===== config.mk =====
export PLATFORM = sky130hd
export DESIGN_NAME = alu_control_mc
export DESIGN_NICKNAME = d
export VERILOG_FILES = /design/src/rtl/alu_control_mc.sv
export SDC_FILE = /design/constraint.sdc
export NUM_CORES = 1
export LEC_CHECK = 0
export CAP_MARGIN = 30
export CORE_MARGIN = 2
export CORE_UTILIZATION = 47
export DETAILED_ROUTE_END_ITERATION = 8
export PLACE_DENSITY = 0.89
export SLEW_MARGIN = 20
export SYNTH_ARGS = -nofsm -noshare
export SYNTH_HDL_FRONTEND = slang
export SYNTH_SLANG_ARGS = --single-unit

===== constraint.sdc =====
create_clock -name clk -period 1.75 [get_ports clk]
set_input_delay 0.2625 -clock clk [delete_from_list [all_inputs] [get_ports clk]]
set_output_delay 0.2625 -clock clk [all_outputs]
set_load 0.1 [all_outputs]

===== src/rtl/alu_control_mc.sv =====
// Registered ALU control for the RV32IM pipeline: decodes {funct7, alu_op, funct3} into an
// ALU operation code and sequences multi-cycle M-extension ops with a busy request.
module alu_control_mc #(
  parameter int unsigned OP_W       = 5,
  parameter int unsigned MUL_CYCLES = 2,
  parameter int unsigned DIV_CYCLES = 8
) (
  input  logic            clk,
  input  logic            reset,
  input  logic            valid_i,
  input  logic [6:0]      funct7_i,
  input  logic [2:0]      alu_op_i,
  input  logic [2:0]      funct3_i,
  input  logic            stall_i,
  input  logic            flush_i,
  output logic [OP_W-1:0] alu_operation_o,
  output logic            valid_o,
  output logic            busy_o,
  output logic            illegal_o
);

  localparam int unsigned MaxLat = (MUL_CYCLES > DIV_CYCLES) ? MUL_CYCLES : DIV_CYCLES;
  localparam int unsigned CntW   = $clog2(MaxLat);

  typedef enum logic {StIdle, StBusy} state_e;

  state_e            state_q, state_d;
  logic [CntW-1:0]   count_q, count_d;
  logic [OP_W-1:0]   op_q, op_d;
  logic              valid_q, valid_d;
  logic              illegal_q, illegal_d;

  logic [4:0]        dec_code;
  logic              dec_illegal;
  logic              dec_multi;
  logic [CntW-1:0]   dec_cnt;

  always_comb begin
    dec_code    = 5'd0;
    dec_illegal = 1'b0;
    dec_multi   = 1'b0;
    dec_cnt     = '0;
    if (alu_op_i == 3'b000 && funct7_i == 7'b0000001) begin
      case (funct3_i)
        3'b000:  begin dec_code = 5'd16; dec_multi = 1'b1; dec_cnt = CntW'(MUL_CYCLES - 1); end
        3'b001:  begin dec_code = 5'd17; dec_multi = 1'b1; dec_cnt = CntW'(MUL_CYCLES - 1); end
        3'b100:  begin dec_code = 5'd18; dec_multi = 1'b1; dec_cnt = CntW'(DIV_CYCLES - 1); end
        3'b110:  begin dec_code = 5'd19; dec_multi = 1'b1; dec_cnt = CntW'(DIV_CYCLES - 1); end
        default: dec_illegal = 1'b1;
      endcase
    end else begin
      case (alu_op_i)
        3'b000: begin
          // R-type: only funct7[5] distinguishes the base-ISA variants
          case ({funct7_i[5], funct3_i})
            4'b0_000: dec_code = 5'd0;
            4'b1_000: dec_code = 5'd1;
            4'b0_110: dec_code = 5'd2;
            4'b0_111: dec_code = 5'd3;
            4'b0_100: dec_code = 5'd4;
            4'b0_001: dec_code = 5'd6;
            4'b0_101: dec_code = 5'd7;
            4'b1_101: dec_code = 5'd11;
            4'b0_010: dec_code = 5'd12;
            4'b0_011: dec_code = 5'd13;
            default:  dec_illegal = 1'b1;
          endcase
        end
        3'b001: begin
          case (funct3_i)
            3'b000:  dec_code = 5'd0;
            3'b110:  dec_code = 5'd2;
            3'b111:  dec_code = 5'd3;
            3'b100:  dec_code = 5'd4;
            default: dec_illegal = 1'b1;
          endcase
        end
        3'b010: dec_code = 5'd5;
        3'b011: dec_code = 5'd15;
        3'b100: dec_code = 5'd0;
        3'b101: begin
          case (funct3_i)
            3'b000:  dec_code = 5'd8;
            3'b001:  dec_code = 5'd9;
            default: dec_illegal = 1'b1;
          endcase
        end
        3'b110: dec_code = 5'd10;
        default: dec_code = 5'd0;
      endcase
    end
  end

  always_comb begin
    state_d   = state_q;
    count_d   = count_q;
    op_d      = op_q;
    valid_d   = valid_q;
    illegal_d = illegal_q;
    if (flush_i) begin
      state_d   = StIdle;
      count_d   = '0;
      op_d      = '0;
      valid_d   = 1'b0;
      illegal_d = 1'b0;
    end else if (!stall_i) begin
      unique case (state_q)
        StIdle: begin
          op_d = OP_W'(dec_code);
          if (valid_i) illegal_d = dec_illegal;
          if (valid_i && dec_multi) begin
            count_d = dec_cnt;
            valid_d = 1'b0;
            state_d = StBusy;
          end else begin
            valid_d = valid_i;
          end
        end
        StBusy: begin
          count_d = count_q - CntW'(1);
          if (count_q == CntW'(1)) begin
            valid_d = 1'b1;
            state_d = StIdle;
          end
        end
      endcase
    end
  end

  always_ff @(posedge clk) begin
    if (reset) begin
      state_q   <= StIdle;
      count_q   <= '0;
      op_q      <= '0;
      valid_q   <= 1'b0;
      illegal_q <= 1'b0;
    end else begin
      state_q   <= state_d;
      count_q   <= count_d;
      op_q      <= op_d;
      valid_q   <= valid_d;
      illegal_q <= illegal_d;
    end
  end

  assign alu_operation_o = op_q;
  assign valid_o         = valid_q;
  assign busy_o          = (state_q == StBusy);
  assign illegal_o       = illegal_q;

endmodule


After elaboration in Yosys (flattened, before gate mapping)
Index checks and enable logic that the tools add are counted.
- reductions and logical operators: 15
- add/subtract/negate cells: 1
- equal/unequal tests: 22
- bitwise gates (word level): 2
- multiplexer cells: 24
- operator list (cell ; count):
    4-bit case mux with 9 select lines ; 1
    5-bit case mux with 6 select lines ; 1
    5-bit case mux with 4 select lines ; 1
    4-bit by 3-bit equality test with 1-bit output (second input constant) ; 4
    3-bit equality test (second input constant) ; 5
    3-bit case mux with 2 select lines ; 2
    1-bit 2-to-1 mux ; 11
    10-bit OR reduction ; 1
    3-bit by 1-bit equality test with 1-bit output (second input constant) ; 3
    3-bit case mux with 3 select lines ; 1
    4-bit by 2-bit equality test with 1-bit output (second input constant) ; 2
    4-bit equality test (second input constant) ; 2
    4-bit case mux with 2 select lines ; 1
    4-bit OR reduction ; 2
    7-bit by 1-bit equality test with 1-bit output (second input constant) ; 1
    3-bit by 2-bit equality test with 1-bit output (second input constant) ; 2
    3-bit zero test ; 2
    3-bit 2-to-1 mux ; 2
    2-bit AND reduction ; 3
    2-bit OR reduction ; 3
    5-bit 2-to-1 mux ; 1
    4-bit by 1-bit equality test with 1-bit output (second input constant) ; 1
    4-bit zero test ; 1
    1-bit case mux with 2 select lines ; 2
    other kinds (7) ; 9
- logic and storage cells: 69
- output and inout bits: 8
- register bits after elaboration: 11

Longest topological paths before layout
Gate-level depths: netlist of the first run.
- depth in word-level cells: 7
- depth in mapped cells: 6
- mapped depth without buffers: 6

Least setup slack after synthesis of the first run
OpenSTA, ideal clock, no wires.
- path type: register to register
- start: register state_q (netlist: busy_o)
- end: register op_q[0] (netlist: alu_operation_o[0])
- buffers on the path: 0
- path slack: -0.213 ns
- period minus slack after synthesis: 1.963 ns
- cell stages (with the launch flop): 5
- arrival time: 1.841 ns
- cell sequence: dfxtp_1 nor2_1 and3_1 a221oi_1 nor2_1
- longest elaborated chain between the ends: 2
- RTL lines (element ; line ; text):
    from (decl) ; 27 ; state_e state_q, state_d;
    from (signal assigned) ; 132 ; state_q <= StIdle;
    from (signal assigned) ; 138 ; state_q <= state_d;
    1-bit inverter (no line) ; n/a ;
    2-bit AND reduction (no line) ; n/a ;
    to (signal assigned) ; 140 ; op_q <= op_d;
    to (decl) ; 29 ; logic [OP_W-1:0] op_q, op_d;
No other way between the ends.
A chain may end at the register's enable or synchronous reset.

Final worst setup path of the first run
- start: input port funct3_i[2]
- end: register count_q[2]
- longest elaborated chain between the ends: 7
- elaborated cells on any way between the ends: 16
- those cells by class: eq/ne (4); mux (6); reduce/logical (6)
- RTL lines (element ; line ; text):
    from (decl) ; 13 ; input logic [2:0] funct3_i,
    3-bit by 1-bit equality test with 1-bit output, or another cell as far along ; 44 ; case (funct3_i)
    4-bit OR reduction (no line) ; n/a ;
    1-bit 2-to-1 mux ; 44 ;
    1-bit 2-to-1 mux ; 43 ; if (alu_op_i == 3'b000 && funct7_i == 7'b0000001) begin
    1-bit logical AND ; 111 ; if (valid_i && dec_multi) begin
    2-bit inequality test (no line) ; n/a ;
    2-bit AND reduction (no line) ; n/a ;
    to (signal assigned) ; 139 ; count_q <= count_d;
    to (decl) ; 28 ; logic [CntW-1:0] count_q, count_d;
Parallel ways exist; a longest one is shown, timed or not. The select of a mux whose other input is x is not followed.

==> results.txt, run 1 <==
----------------------------------------------------
[Routing]
  Number of iterations in the first detailed-routing pass ... 4
  Detailed Route Iter0 Violations ... 56
  Overall via count from detail_route ... 1,132
  Average via count per standard cell ... 5.81
  Detail Route Antenna Nets ... 0
  DRT Wirelength ... ~2.8 mm
  Post-detailed-route DRC marker count ... 0
  Wire length per cell ... approximately 14 µm

[Synth]
  Number of flops mapped to enable cells by yosys ... 0
  Synthesis Warnings ... 0
  Synth unique cells ... 50
  Mean Syn Cell Area ... 7.68 µm²
  Part of the Yosys area used for sequential elements ... 0.235
  Async set-reset flop share out of synthesis ... 0
  Synth Net Count ... 142
  Cell area after technology mapping ... 937 µm²
  Most used DFF post-synth ... sky130_fd_sc_hd__dfxtp_1
  Post-Synthesis Cells ... 122
  Flip-flop and latch count after synthesis ... 11

[Clocking]
  Clock root cell ... sky130_fd_sc_hd__clkbuf_4
  Number of clock buffers inserted by TritonCTS ... 3
  CTS tree ... built
  Sinks on the clock net ... 11
  Worst-Skew Late Latency ... 0.28 ns
  Bufs on Longest Clock Path ... 2
  H-tree depth ... 1
  CTS clock-pin slew for the worst setup and hold paths ... 0.08 ns

[Critical path]
  Type of element launching the critical path ... primary input
  Worst Reg2Reg Path Length in Cells ... 5
  Required time at the worst-slack endpoint ... 1.96 ns
  Critical path arrival ... 1.92 ns
  Total number of cells along the worst setup path ... 7
  List of cells traversed by the critical path ... clkdlybuf4s50_1 -> buf_4 -> mux2i_1 -> a41oi_1 -> nor2_1 -> nor2_1 -> nor3_2
  Top Family by Delay on Critical Path ... buffers and inverters
  Most frequent cell on the critical path ... sky130_fd_sc_hd__nor2_1
  Critical-path top delay cell ... sky130_fd_sc_hd__clkdlybuf4s50_1
  Largest fanout on the critical path ... 6
  Class of the most critical setup path ... primary input to flop
  Crit path buffers/inverters ... 2
  Critical path's largest stage delay ... approximately 0.54 ns
  Crit end category ... flop

[Final layout]
  Total number of nets in the final design ... 189
  Antenna Diode Count ... 0
  Fill cell instance count of the final layout ... ~130
  Area growth from synthesis to final layout ... 59.7%
  Ratio of cells with drive above 1 in the final layout ... 0.321

[Hold path]
  Hold Path Depth ... 4
  Class of the worst hold path ... primary input to flop

[STA]
  Final hold slack ... 0.483 ns
  Ratio of final minimum period to clock period ... 0.980
  Pins over their slew limit ... 0
  Final count of negative-setup-slack endpoints ... 0
  Actual transition at the worst max-transition pin ... 0.358 ns
  Max-Slew Margin vs Limit ... 0.761
  Clock Skew ... 0.00873 ns
  F_max ... 583 MHz
  Setup_tns ... 0 ns
  Final critical-path required period ... 1.71 ns
  Number of failing hold endpoints at the final stage ... 0

[Floorplanning]
  Width of the chip ... 48.7 µm
  Count of pins on the block boundary ... 26
  Chip height ... 48.7 µm
  Die Outline Area ... 2370 µm²
  FP Rows ... 16
  Initial standard-cell utilization of the core ... 0.488
  Core Region ... 1920 µm²

[Pwr]
  Pwr Density ... 453 nW/µm²
  Leak ... 0.000610 µW
  Total power after layout ... 679 µW
  Largest voltage drop on the vdd net ... 0.480 mV

[Global route]
  Number of antenna violations at the first check in global routing ... 0
  First-pass GRT wire length ... 4.98 mm
  Via count of the first global-routing pass ... 1,174
  Largest net degree at the start of global routing ... 10
  GRT Total Usage ... 0.260
  Total global routing overflow ... 0

[Placement]
  HPWL Detailed ... around 2.2 mm
  Placer's final routability congestion estimate ... between 0.8 and 0.9
  Port bufs ... 25

[Flow run]
  Max cap viols ... 0

[Status]
  Result of the run ... complete, no violations

----------------------------------------------------
tightest hold or removal path, cell delays in order:
cell and delay (ns):
sky130_fd_sc_hd__dlymetal6s2s_1 0.21, sky130_fd_sc_hd__nor4b_2 0.11, sky130_fd_sc_hd__nand3_1 0.08, sky130_fd_sc_hd__a21oi_1 0.06
where the power goes:
part           internal (µW)  switching (µW)  total, µW
registers                254            4.39        259
clock network           88.5            89.6        178
logic                    120             122        242
registers in the layout, summed over array words and instances, names as in the netlist:
signal / flops
valid_o: 1
busy_o: 1
alu_operation_o: 5
count_q: 3
illegal_o: 1
synthesized netlist by cell type (all sizes together) (2+ instances only):
cell	count	area share
dfxtp	11	0.23
mux2	3	0.036
nand3	4	0.021
a221oi	2	0.019
nor4	2	0.020
buf	7	0.053
or2	2	0.013
ha	2	0.027
inv	7	0.028
o21ai	5	0.027
a31oi	2	0.013
mux2i	3	0.032
a21oi	10	0.053
nand2b	2	0.013
nor2	15	0.060
or3	3	0.025
nor3	3	0.021
o221ai	2	0.019
and3	2	0.015
o22ai	2	0.013
a32oi	2	0.019
nand2	10	0.040
cell type report:
class	instances	area, µm²	share of cell area
timing repair buffer	50	528	0.353
inverter	7	26.3	0.0176
multi-input combinational	96	661	0.441
clock buffer	4	26.3	0.0176
sequential	11	221	0.148
tap	27	33.8	0.0226
layout by cell type (no fill, tap or decap), types with 2 or more instances in the layout:
master,Yosys,routed
sky130_fd_sc_hd__dfxtp_1,11,10
sky130_fd_sc_hd__nor4_2,1,2
sky130_fd_sc_hd__mux2_2,3,3
sky130_fd_sc_hd__or3_1,2,2
sky130_fd_sc_hd__o22ai_1,2,2
sky130_fd_sc_hd__a32oi_1,2,2
sky130_fd_sc_hd__nor2_1,15,15
sky130_fd_sc_hd__dlymetal6s2s_1,0,4
sky130_fd_sc_hd__a21oi_1,10,10
sky130_fd_sc_hd__buf_4,1,25
sky130_fd_sc_hd__nor3_2,1,2
sky130_fd_sc_hd__or2_2,2,2
sky130_fd_sc_hd__nand2_1,10,10
sky130_fd_sc_hd__mux2i_1,3,3
sky130_fd_sc_hd__nand2b_1,2,2
sky130_fd_sc_hd__buf_12,0,8
sky130_fd_sc_hd__inv_1,7,7
sky130_fd_sc_hd__a221oi_1,2,2
sky130_fd_sc_hd__clkbuf_4,0,3
sky130_fd_sc_hd__a31oi_1,2,2
sky130_fd_sc_hd__o21ai_0,4,4
sky130_fd_sc_hd__o221ai_1,2,2
sky130_fd_sc_hd__nand3_1,4,4
sky130_fd_sc_hd__clkdlybuf4s50_1,0,13
sky130_fd_sc_hd__ha_1,2,2
through the flow:
step / utilization / instances / worst slack [ns] / cell area [µm²]
after floorplan: - / 122 / 0.194 / 938
after global placement: 0.747 / 191 / -0.233 / 1440
after detailed placement: 0.747 / 191 / -0.295 / 1440
after CTS: 0.764 / 195 / 0.0340 / 1470
after global routing: 0.779 / 195 / -0.0273 / 1500
final: 0.779 / 195 / 0.0353 / 1500
kinds of logic after synthesis:
kind of cell,after synthesis,synth area share
buf+inv,15,0.0855
xor+xnor,1,0.00935
fa+ha+maj,2,0.0267
flops,11,0.235
mux,6,0.0681
simple gates,51,0.306
compound gates,36,0.270
path summary, 6_finish.rpt:
| kind | from | end | slack [ns] |
|---|---|---|---|
| setup reg to reg | busy_o | count_q[2] | 0.31 |
| hold reg to reg | illegal_o | illegal_o | 0.53 |
| hold / removal | alu_op_i[1] | busy_o | 0.48 |
| setup / recovery | funct3_i[2] | count_q[2] | 0.04 |
per-layer routing:
metal,share of wire,vias up,global-route usage
li1,-,546,-
met5,0,-,0
met2,0.49,47,0.468
met3,0.069,6,0.0525
met4,0.013,0,0.0714
met1,0.43,533,0.312
repair_timing:
action                     in CTS  in global routing
setup endpoints to repair       1                  4
gates resized for setup         1                  7
cloned                          0                  0
hold endpoints to repair        0                  0
hold buffers                    0                  0
setup buffers                   0                  0
Note: power is estimated with default switching activity, not from simulation.
==> run 2: changes to the inputs <==
- ABC_CLOCK_PERIOD_IN_PS: default -> 1750
- CORE_UTILIZATION: 47 -> 50
- DONT_BUFFER_PORTS: default -> 1
- PLACE_DENSITY: 0.89 -> default
==> run 2 against run 1 <==
Net effect: critical path depth fell by 2; register-to-register slack gained 0.11 ns; via count down 19%; sequential share of layout area up 7.3 points; total power fell by 19%; clock power down 4%; final cell count is 23% lower; clock skew decreased by 0.0019 ns; cell area is 33% lower; die area is 5.5% lower; core utilization down 20 points; count of clock-buffer cells in the layout did not move.
==> results.txt, run 2 (synthesized netlist as in run 1, its figures left out) <==
----------------------------------------------------
[Final layout]
  Antenna Diode Count ... 0 (unchanged)
  Ratio of cells with drive above 1 in the final layout ... 0.206 (-0.115)
  Commonest non-fill, non-tap cell in the layout ... sky130_fd_sc_hd__nor2_1
  Top library cells by usage in the layout, fill and taps aside ... 15 x sky130_fd_sc_hd__nor2_1, 10 x sky130_fd_sc_hd__nand2_1, 10 x sky130_fd_sc_hd__a21oi_1, 10 x sky130_fd_sc_hd__dfxtp_1, 8 x sky130_fd_sc_hd__buf_4
  Flip-flop count of the largest register, all copies and words added ... 5 (unchanged)
  Total number of nets in the final design ... 147 (-22%)
  Area growth from synthesis to final layout ... 6.94%
  Layout Utilization ... 0.574 (-0.204)

[Pwr]
  Leak ... 0.000360 µW (-41%)
  Switching share of power ... 0.290 (-0.0283)
  Reported net switching power ... 160 µW (-26%)
  Seq pwr share ... 0.465 (+0.084)
  Power share of the clock group ... 0.309 (+0.046)
  Combinational cell fraction of total power ... 0.226 (-0.130)
  Pwr Density ... 549 nW/µm² (+21%)
  Largest voltage drop on the vdd net ... 0.374 mV (-22%)
  Internal power ... 390 µW (-16%)

[Clocking]
  CTS tree ... built
  Bufs on Longest Clock Path ... 2 (unchanged)
  Post-CTS Hold Fix Bufs ... 0 (unchanged)
  Sinks on the clock net ... 11 (unchanged)
  Clock root cell ... sky130_fd_sc_hd__clkbuf_4
  Count of cells resized by post-cts repair ... 0 (-1)
  Worst-Skew Late Latency ... 0.27 ns (about the same)
  H-tree depth ... 1 (unchanged)
  Number of buffers inserted by post-CTS setup repair ... 0 (unchanged)
  CTS clock-pin slew for the worst setup and hold paths ... 0.07 ns (about the same)
  Number of clock buffers inserted by TritonCTS ... 3 (unchanged)

[Critical path]
  CP Capture Point ... count_q[2]
  Critical path's largest stage delay ... 0.37 ns (-0.17 ns)
  Type of element launching the critical path ... flop
  Critical-path top delay cell ... sky130_fd_sc_hd__dfxtp_2
  List of cells traversed by the critical path ... or2_2 -> nor2_1 -> nand4_1 -> a21oi_1 -> nor3_2
  Worst Reg2Reg Path Length in Cells ... 5 (unchanged)
  Start of the worst register-to-register path ... busy_o
  Critical path launch point ... busy_o
  Largest fanout on the critical path ... 9 (+3)
  Crit end category ... flop
  Critical path arrival ... 1.49 ns (-0.43 ns)
  Reg2Reg Setup Slack ... 0.42 ns (+0.11 ns)
  Required time at the worst-slack endpoint ... 1.91 ns (-0.05 ns)
  Class of the most critical setup path ... flop to flop
  R2r endpoint ... count_q[2]

[Floorplanning]
  Count of pins on the block boundary ... 26 (unchanged)
  Chip height ... 47.3 µm (-2.8%)
  Core Region ... 1750 µm² (-9.2%)
  FP Rows ... 15 (-1)
  Die Outline Area ... 2240 µm² (-5.5%)
  Width of the chip ... 47.3 µm (-2.8%)
  Initial standard-cell utilization of the core ... 0.537 (+0.0493)

[Routing]
  Wire length per cell ... 14.3 µm (-1.6%)
  Overall via count from detail_route ... 913 (-19%)
  Number of iterations in the first detailed-routing pass ... 4 (unchanged)
  DRT Wirelength ... 2.15 mm (-24%)
  Detail Route Antenna Nets ... 0 (unchanged)
  Detailed Route Iter0 Violations ... 20 (-64%)
  Post-detailed-route DRC marker count ... 0 (unchanged)
  Average via count per standard cell ... 6.05 (+4.2%)

[Hold path]
  Class of the worst hold path ... primary input to flop
  Beginning of the worst hold path ... stall_i

[STA]
  Final count of negative-setup-slack endpoints ... 0 (unchanged)
  Setup_tns ... 0 ns (unchanged)
  Ratio of final minimum period to clock period ... 0.762 (-0.218)
  Clock Skew ... 0.00684 ns (-0.00189 ns)
  Unrepaired setup endpoints after global routing ... false
  Final critical-path required period ... 1.33 ns (-0.382 ns)
  Max-Slew Margin vs Limit ... 0.670 (-0.0905)
  F_max ... 750 MHz (+29%)
  Number of failing hold endpoints at the final stage ... 0 (unchanged)
  Actual transition at the worst max-transition pin ... 0.488 ns (+0.130 ns)
  Pins over their slew limit ... 0 (unchanged)

[Placement]
  Placer's final routability congestion estimate ... 0.792 (-6.8%)
  Port bufs ... 0 (-100%)
  HPWL Detailed ... 1.63 mm (-27%)

[Global route]
  Number of antenna violations at the first check in global routing ... 0 (unchanged)
  Total global routing overflow ... 0 (unchanged)
  Largest net degree at the start of global routing ... 15 (+5)
  First-pass GRT wire length ... 3.41 mm (-32%)
  GRT Total Usage ... 0.215 (-0.0455)
  Via count of the first global-routing pass ... 802 (-32%)

[Flow run]
  Max cap viols ... 0 (unchanged)

[Status]
  Result of the run ... complete, no violations

----------------------------------------------------
[run 2: worst min-delay path by stage]
stage	to	slack [ns]	cells past startpoint
finish	count_q[0]	0.14	2
global route	count_q[0]	0.14	2
floorplan	count_q[0]	0.41	2
detailed placement	count_q[0]	0.42	2
global placement	count_q[0]	0.41	2
CTS	count_q[0]	0.14	2
[run 2: metrics by stage]
stage / cell area [µm²] / hold slack, ns / instances / worst slack (ns) / power, µW
3_3_place_gp: 976 / 0.414 / 147 / 0.284 / 385
6_report: 1000 / 0.140 / 151 / 0.417 / 550
2_1_floorplan: 938 / 0.405 / 122 / 0.194 / 387
5_1_grt: 1000 / 0.143 / 151 / 0.335 / 578
3_5_place_dp: 976 / 0.418 / 147 / 0.216 / 385
4_1_cts: 1000 / 0.140 / 151 / 0.403 / 554
[run 2: power by group through the flow]
stage | clock, µW | combinational [µW] | sequential (µW)
2_1_floorplan | 0 | 95.9 | 291
3_3_place_gp | 0 | 124 | 262
3_5_place_dp | 0 | 123 | 262
4_1_cts | 174 | 124 | 256
5_1_grt | 187 | 135 | 256
6_report | 170 | 124 | 256
[run 2: cell type report]
| class | instances | area (µm²) |
|---|---|---|
| repair buffers | 8 | 60.1 |
| fillers | 185 | 743 |
| clock buffers | 4 | 26.3 |
| multi-input cells | 96 | 637 |
| flip-flops and latches | 11 | 221 |
| well taps | 25 | 31.3 |
| inverters | 7 | 26.3 |
[run 2: per-layer routing]
layer	vias to the layer above	part of all wire	GRT usage
li1	458	-	-
met4	0	0.014	0.0833
met3	5	0.083	0.0423
met2	43	0.40	0.311
met5	-	0	0
met1	407	0.50	0.311
[run 2: critical path, delay by kind of cell, from the launching register on]
kind            cells  cell delay (ns)
compound gates      1             0.17
simple gates        4             0.69
flops               1             0.37
